**config.mk**
```make
export PLATFORM = sky130hd
export DESIGN_NAME = jtag_tap_core
export DESIGN_NICKNAME = d
export VERILOG_FILES = /design/src/rtl/jtag_tap_core.sv
export SDC_FILE = /design/constraint.sdc
export NUM_CORES = 1
export LEC_CHECK = 0
export BUFFER_PORTS_ARGS = -buffer_cell sky130_fd_sc_hd__buf_2
export CORE_ASPECT_RATIO = 1.2
export CORE_UTILIZATION = 45
export DETAILED_ROUTE_END_ITERATION = 8
export SLEW_MARGIN = 20
export SYNTH_ARGS = -nofsm -noshare
export SYNTH_HDL_FRONTEND = slang
export SYNTH_SLANG_ARGS = --single-unit
```
**constraint.sdc**
```tcl
create_clock -name TCK -period 2.2 [get_ports TCK]
set_clock_uncertainty 0.05 [all_clocks]
set_input_delay 0.66 -clock TCK [delete_from_list [all_inputs] [get_ports TCK]]
set_output_delay 0.66 -clock TCK [all_outputs]
set_load 0.01 [all_outputs]
```
**src/rtl/jtag_tap_core.sv**
```systemverilog
// IEEE 1149.1 TAP controller with IR, BYPASS, IDCODE and one USER data register.
// Shift/capture/update take effect on rising TCK; TDO/TDO_EN are retimed on falling TCK.
module jtag_tap_core #(
  parameter int          IR_WIDTH   = 4,
  parameter int          DR_WIDTH   = 8,
  parameter logic [31:0] IDCODE_VAL = 32'h0A5A_5001,
  parameter int          IDCODE_OP  = 1,
  parameter int          USER_OP    = 2
) (
  input  logic                TCK,
  input  logic                TRST_N,
  input  logic                TMS,
  input  logic                TDI,
  output logic                TDO,
  output logic                TDO_EN,
  output logic [3:0]          state_obs,
  output logic [IR_WIDTH-1:0] ir_out,
  input  logic [DR_WIDTH-1:0] user_capture,
  output logic [DR_WIDTH-1:0] user_dr_out,
  output logic                user_update
);

  typedef enum logic [3:0] {
    TLR    = 4'd0,  RTI    = 4'd1,  SEL_DR = 4'd2,  CAP_DR = 4'd3,
    SH_DR  = 4'd4,  EX1_DR = 4'd5,  PAU_DR = 4'd6,  EX2_DR = 4'd7,
    UPD_DR = 4'd8,  SEL_IR = 4'd9,  CAP_IR = 4'd10, SH_IR  = 4'd11,
    EX1_IR = 4'd12, PAU_IR = 4'd13, EX2_IR = 4'd14, UPD_IR = 4'd15
  } state_t;

  typedef enum logic [1:0] {
    DR_BYPASS = 2'd0,
    DR_IDCODE = 2'd1,
    DR_USER   = 2'd2
  } dr_sel_t;

  state_t              state;
  state_t              state_nxt;
  dr_sel_t             dr_sel;
  logic [IR_WIDTH-1:0] ir_sr;
  logic                bypass_sr;
  logic [31:0]         idcode_sr;
  logic [DR_WIDTH-1:0] user_sr;
  logic [DR_WIDTH:0]   user_cat;
  logic                tdo_nxt;

  assign state_obs = state;
  assign user_cat  = {TDI, user_sr};

  always_comb begin
    dr_sel = DR_BYPASS;
    if (ir_out == IR_WIDTH'(IDCODE_OP))
      dr_sel = DR_IDCODE;
    else if (ir_out == IR_WIDTH'(USER_OP))
      dr_sel = DR_USER;
  end

  always_comb begin
    state_nxt = state;
    case (state)
      TLR:    state_nxt = TMS ? TLR    : RTI;
      RTI:    state_nxt = TMS ? SEL_DR : RTI;
      SEL_DR: state_nxt = TMS ? SEL_IR : CAP_DR;
      CAP_DR: state_nxt = TMS ? EX1_DR : SH_DR;
      SH_DR:  state_nxt = TMS ? EX1_DR : SH_DR;
      EX1_DR: state_nxt = TMS ? UPD_DR : PAU_DR;
      PAU_DR: state_nxt = TMS ? EX2_DR : PAU_DR;
      EX2_DR: state_nxt = TMS ? UPD_DR : SH_DR;
      UPD_DR: state_nxt = TMS ? SEL_DR : RTI;
      SEL_IR: state_nxt = TMS ? TLR    : CAP_IR;
      CAP_IR: state_nxt = TMS ? EX1_IR : SH_IR;
      SH_IR:  state_nxt = TMS ? EX1_IR : SH_IR;
      EX1_IR: state_nxt = TMS ? UPD_IR : PAU_IR;
      PAU_IR: state_nxt = TMS ? EX2_IR : PAU_IR;
      EX2_IR: state_nxt = TMS ? UPD_IR : SH_IR;
      UPD_IR: state_nxt = TMS ? SEL_DR : RTI;
      default: state_nxt = TLR;
    endcase
  end

  always_ff @(posedge TCK or negedge TRST_N) begin
    if (!TRST_N) begin
      state       <= TLR;
      ir_out      <= IR_WIDTH'(IDCODE_OP);
      ir_sr       <= '0;
      bypass_sr   <= 1'b0;
      idcode_sr   <= '0;
      user_sr     <= '0;
      user_dr_out <= '0;
      user_update <= 1'b0;
    end else begin
      state       <= state_nxt;
      user_update <= 1'b0;
      case (state)
        TLR:    ir_out <= IR_WIDTH'(IDCODE_OP);
        CAP_IR: ir_sr  <= IR_WIDTH'(2'b01);
        SH_IR:  ir_sr  <= {TDI, ir_sr[IR_WIDTH-1:1]};
        UPD_IR: ir_out <= ir_sr;
        CAP_DR: begin
          case (dr_sel)
            DR_IDCODE: idcode_sr <= IDCODE_VAL;
            DR_USER:   user_sr   <= user_capture;
            default:   bypass_sr <= 1'b0;
          endcase
        end
        SH_DR: begin
          case (dr_sel)
            DR_IDCODE: idcode_sr <= {TDI, idcode_sr[31:1]};
            DR_USER:   user_sr   <= user_cat[DR_WIDTH:1];
            default:   bypass_sr <= TDI;
          endcase
        end
        UPD_DR: begin
          // Only USER has a parallel side; BYPASS/IDCODE updates are silent.
          if (dr_sel == DR_USER) begin
            user_dr_out <= user_sr;
            user_update <= 1'b1;
          end
        end
        default: ;
      endcase
    end
  end

  always_comb begin
    tdo_nxt = 1'b0;
    if (state == SH_IR)
      tdo_nxt = ir_sr[0];
    else if (state == SH_DR) begin
      case (dr_sel)
        DR_IDCODE: tdo_nxt = idcode_sr[0];
        DR_USER:   tdo_nxt = user_sr[0];
        default:   tdo_nxt = bypass_sr;
      endcase
    end
  end

  always_ff @(negedge TCK or negedge TRST_N) begin
    if (!TRST_N) begin
      TDO    <= 1'b0;
      TDO_EN <= 1'b0;
    end else begin
      TDO    <= tdo_nxt;
      TDO_EN <= (state == SH_IR) || (state == SH_DR);
    end
  end

endmodule

```
* Yosys cells after proc, flatten, opt, wreduce, memory -nomap -nowiden
Cells that the tools add are included.
W data, S select, Z words.
** Cells by class
- Reduce and logical (&&, ||, !) cells :: 13
- Equality and inequality tests :: 25
- Mux-type cells :: 31
** Operator list (count)
- $mux W32 :: 2
- $pmux W32 S2 :: 1
- $pmux W4 S12 :: 1
- $eq A4 B4 Y1 const B :: 8
- $eq A4 B3 Y1 const B :: 4
- $mux W4 :: 4
- $mux W8 :: 2
- $pmux W4 S2 :: 2
- $pmux W8 S2 :: 1
- $eq A4 B2 Y1 const B :: 3
- $mux W2 :: 5
- $ne A2 B2 Y1 const B :: 5
- $mux W1 :: 9
- $reduce_and A3 Y1 :: 3
- $eq A4 B1 Y1 const B :: 2
- $mux W3 :: 2
- $reduce_bool A2 Y1 :: 3
- $reduce_or A2 Y1 :: 3
- $logic_not A4 Y1 :: 1
- $pmux W1 S2 :: 2
- $reduce_or A3 Y1 :: 1
- $eq A2 B1 Y1 const B :: 1
- $eq A2 B2 Y1 const B :: 1
- $ne A2 B1 Y1 const B :: 1
- other kinds (2) :: 2
** Word-level totals
- Logic and storage cells :: 79
- Output and inout bits :: 19
- Register bits after elaboration :: 64
- Input bits :: 12

* Depth between registers and ports, before layout
- Depth in word-level cells :: 7
- Gate-level depth with buffers :: 7
- Mapped depth without buffers :: 4

==> reports/qor.csv <==
metric;value;unit
status;complete, but fails checks;
failing checks;setup timing;
cells after synthesis;228;
final worst setup slack;-0.4318;ns
family with the most delay on the worst path;flip-flops;
crit path max-delay cell type;dfrtn_1;
Root Buffer;clkbuf_8;
Starting Density;0.4724;
antenna cells;0;
Lkg Pwr;0.001559;µW
DIE AREA;0.006304;mm²
final setup fails;3;
Finished Core Util;0.5658;
Reg-to-Reg Start;ir_out[0]$_DFFE_PN1P_;
Die W;72.65;µm
share of post-route cells with drive strength above 1;0.2918;
Worst setup endpoint;TDO_EN;
Clock Tree Buf Depth;2;
Placer Congestion;0.8257;
GR Util met1;0.2448;
GRT overflow;0;
global-route wire length before repair;8880;µm
critical path endpoint category;output port;
critical path buffer and inverter count;1;
pre-CTS WS;-0.2335;ns
final slew viol count;0;
GR Util met3;0.03721;
io pins;31;
Row Count;30;
Synth Cell Area;0.002695;mm²
filler instances;519;
Unique masters post-synth;39;
antenna violations before repair;0;
Crit. Startpoint;TDO_EN$_DFF_NN0_;
Worst R2R Setup Slack;-0.31;ns
routed wire length;5360;µm
vias post-DR;1958;
ranking of synthesized cells by area;dfrtp_1 (57%), a22o_1 (7.5%), mux2_2 (3.3%);
CTS tree;done;
Worst Hold Class;input port to asynchronous set/reset pin;
CTS clk-pin slew, worst paths;0.06;ns
clk sinks;64;
top cell type's share of synthesized area;0.5664;
Placed Area;0.003052;mm²
overall routing resource usage;0.1882;
total power;4513;µW
clock latency on the worst-skew pair;0.34;ns
Yosys reg bits;64;
# port buffers;30;
Max-slew headroom;0.5371;
arrival time worst endpoint;1.92;ns
vias per inst;5.424;
Max Cap Viol;0;
Post-route DRC;0;
RSZ-0062 raised after global routing;yes;
design area;0.003228;mm²
met2 usage;0.2957;
final setup TNS;-1.168;ns
hold buffers post-CTS;0;
DPL Wire Length;3426;µm
vias in the first global route;1873;
Nets;289;
Initial DRC Count;129;
DRT Pass-1 Iters;4;
startpoint types;register;
syn_nets;240;
Pwr Density;1398;mW/mm²
crit path max fanout;1;
Stages on worst setup path;1;
die height;86.78;µm
TritonCTS Buffers;9;
FF-to-FF End;TDO$_DFF_NN0_;
H-tree depth;3;
crit path kind;register to output port;
Max IR drop VDD;729.2;µV
max incr delay on CP;0.38;ns
Worst Reg-to-Reg Cells;4;
post-synthesis sequential area ratio;0.5947;
ANT nets after route;0;
area grow syn2layout;19.78;%
WP data required;1.49;ns
routed len/inst;14.85;µm
largest net degree at the start of global routing;38;
core area;0.005705;mm²
final hold violations;0;
Ys Warns;0;
Avg Inst Size Synth;11.82;µm²
Worst Tran Pin Value;0.6918;ns
Synth area leader;dfrtp_1;
GR peak layer;met2;
worst path cell trace;buf_2;
==> report_power, final <==
group / switching (µW) / leakage (µW) / internal [µW]
Combinational: 944 / 0.000676 / 847
Clock: 417 / 0.0000882 / 460
Sequential: 259 / 0.000795 / 1590
==> per-layer routing <==
metal,wire (µm),vias to the layer above
li1,-,936
met1,2569,978
met2,2537,34
met3,142,10
met4,110,0
met5,0,-
==> cell usage after synthesis <==
cell and number:
a22oi_1 1, nor4b_4 1, nand3_1 1, nand2b_1 4
mux2i_1 7, nor2b_1 7, nor3b_1 2, dfrtp_1 61
o21ai_0 16, o211ai_1 1, a311oi_1 2, dfrtn_1 2
or2_1 1, nor2_1 9, buf_6 2, a31o_2 1
nand4_1 2, dfstp_2 1, or3_1 1, o22ai_1 5
nand3b_1 2, o21a_1 1, buf_2 4, a21oi_1 9
and3_1 1, a22o_1 23, mux2_2 8, a41o_1 1
nand2_1 23, clkbuf_1 9, o2bb2ai_1 1, a221o_1 1
or2_2 1, and4bb_2 1, a21boi_0 2, o22a_1 9
a221oi_1 1, inv_1 3, xor2_1 1
==> cells in the final DEF (no fill, tap or decap), drive strengths merged <==
cell,n
a221oi,1
a221o,1
inv,3
nand3b,2
buf,53
o22ai,5
and3,1
o21ai,16
a22o,23
dfrtp,61
nor4b,1
o21a,1
a311oi,2
dfrtn,2
dfstp,1
nor2,9
a41o,1
nor3b,2
o211ai,1
mux2,8
or2,2
o22a,9
clkinvlp,1
nand2,23
or3,1
nand2b,4
o2bb2ai,1
mux2i,7
a22oi,1
a21oi,9
nand4,2
xor2,1
clkinv,2
nor2b,7
clkbuf,12
a31o,1
nand3,1
a21boi,2
and4bb,1
==> flip-flops by register name (all words and copies together), names as in the netlist, 4 cells and up <==
register     flops
idcode_sr       32
ir_out           4
ir_sr            4
state_obs        4
user_dr_out      8
user_sr          8
==> worst min path at each step <==
stage / endpoint / from / slack (ns)
2_1_floorplan: bypass_sr$_DFFE_PN0P_ / TRST_N / 0.31
3_3_place_gp: state_obs[2]$_DFF_PN0_ / TRST_N / 0.43
3_5_place_dp: state_obs[2]$_DFF_PN0_ / TRST_N / 0.43
4_1_cts: state_obs[2]$_DFF_PN0_ / TRST_N / 0.07
5_1_grt: state_obs[2]$_DFF_PN0_ / TRST_N / 0.06
6_report: state_obs[2]$_DFF_PN0_ / TRST_N / 0.07
==> cells by family (layout without fill, tap and decap cells) <==
kind of cell / after synthesis / after routing / synth area share
mux: 15 / 15 / 0.05943
simple gates: 56 / 56 / 0.1105
xor+xnor: 1 / 1 / 0.003250
compound gates: 74 / 74 / 0.1996
flops: 64 / 64 / 0.5947
buf+inv: 18 / 71 / 0.03250
==> stage by stage <==
stage,hold WS [ns],std cells
after global routing,0.06431,361
after floorplan,0.3144,228
after CTS,0.06671,361
after global placement,0.4261,346
final,0.07084,361
after detailed placement,0.4261,346
==> layout make-up <==
| type | instances | area, µm² | area share |
|---|---|---|---|
| Multi-Input combinational cell | 146 | 1015 | 0.3143 |
| Inverter | 3 | 11.26 | 0.003488 |
| Tap cell | 80 | 100.1 | 0.03101 |
| Clock buffer | 12 | 155.1 | 0.04806 |
| Timing Repair Buffer | 53 | 326.6 | 0.1012 |
| Sequential cell | 64 | 1603 | 0.4965 |
| Clock inverter | 3 | 17.52 | 0.005426 |
==> what timing repair did <==
item	in CTS	in global routing
setup buffers	0	0
endpoints found under the setup margin	3	4
gates resized for setup	0	1
(Power assumes the default switching activity.)
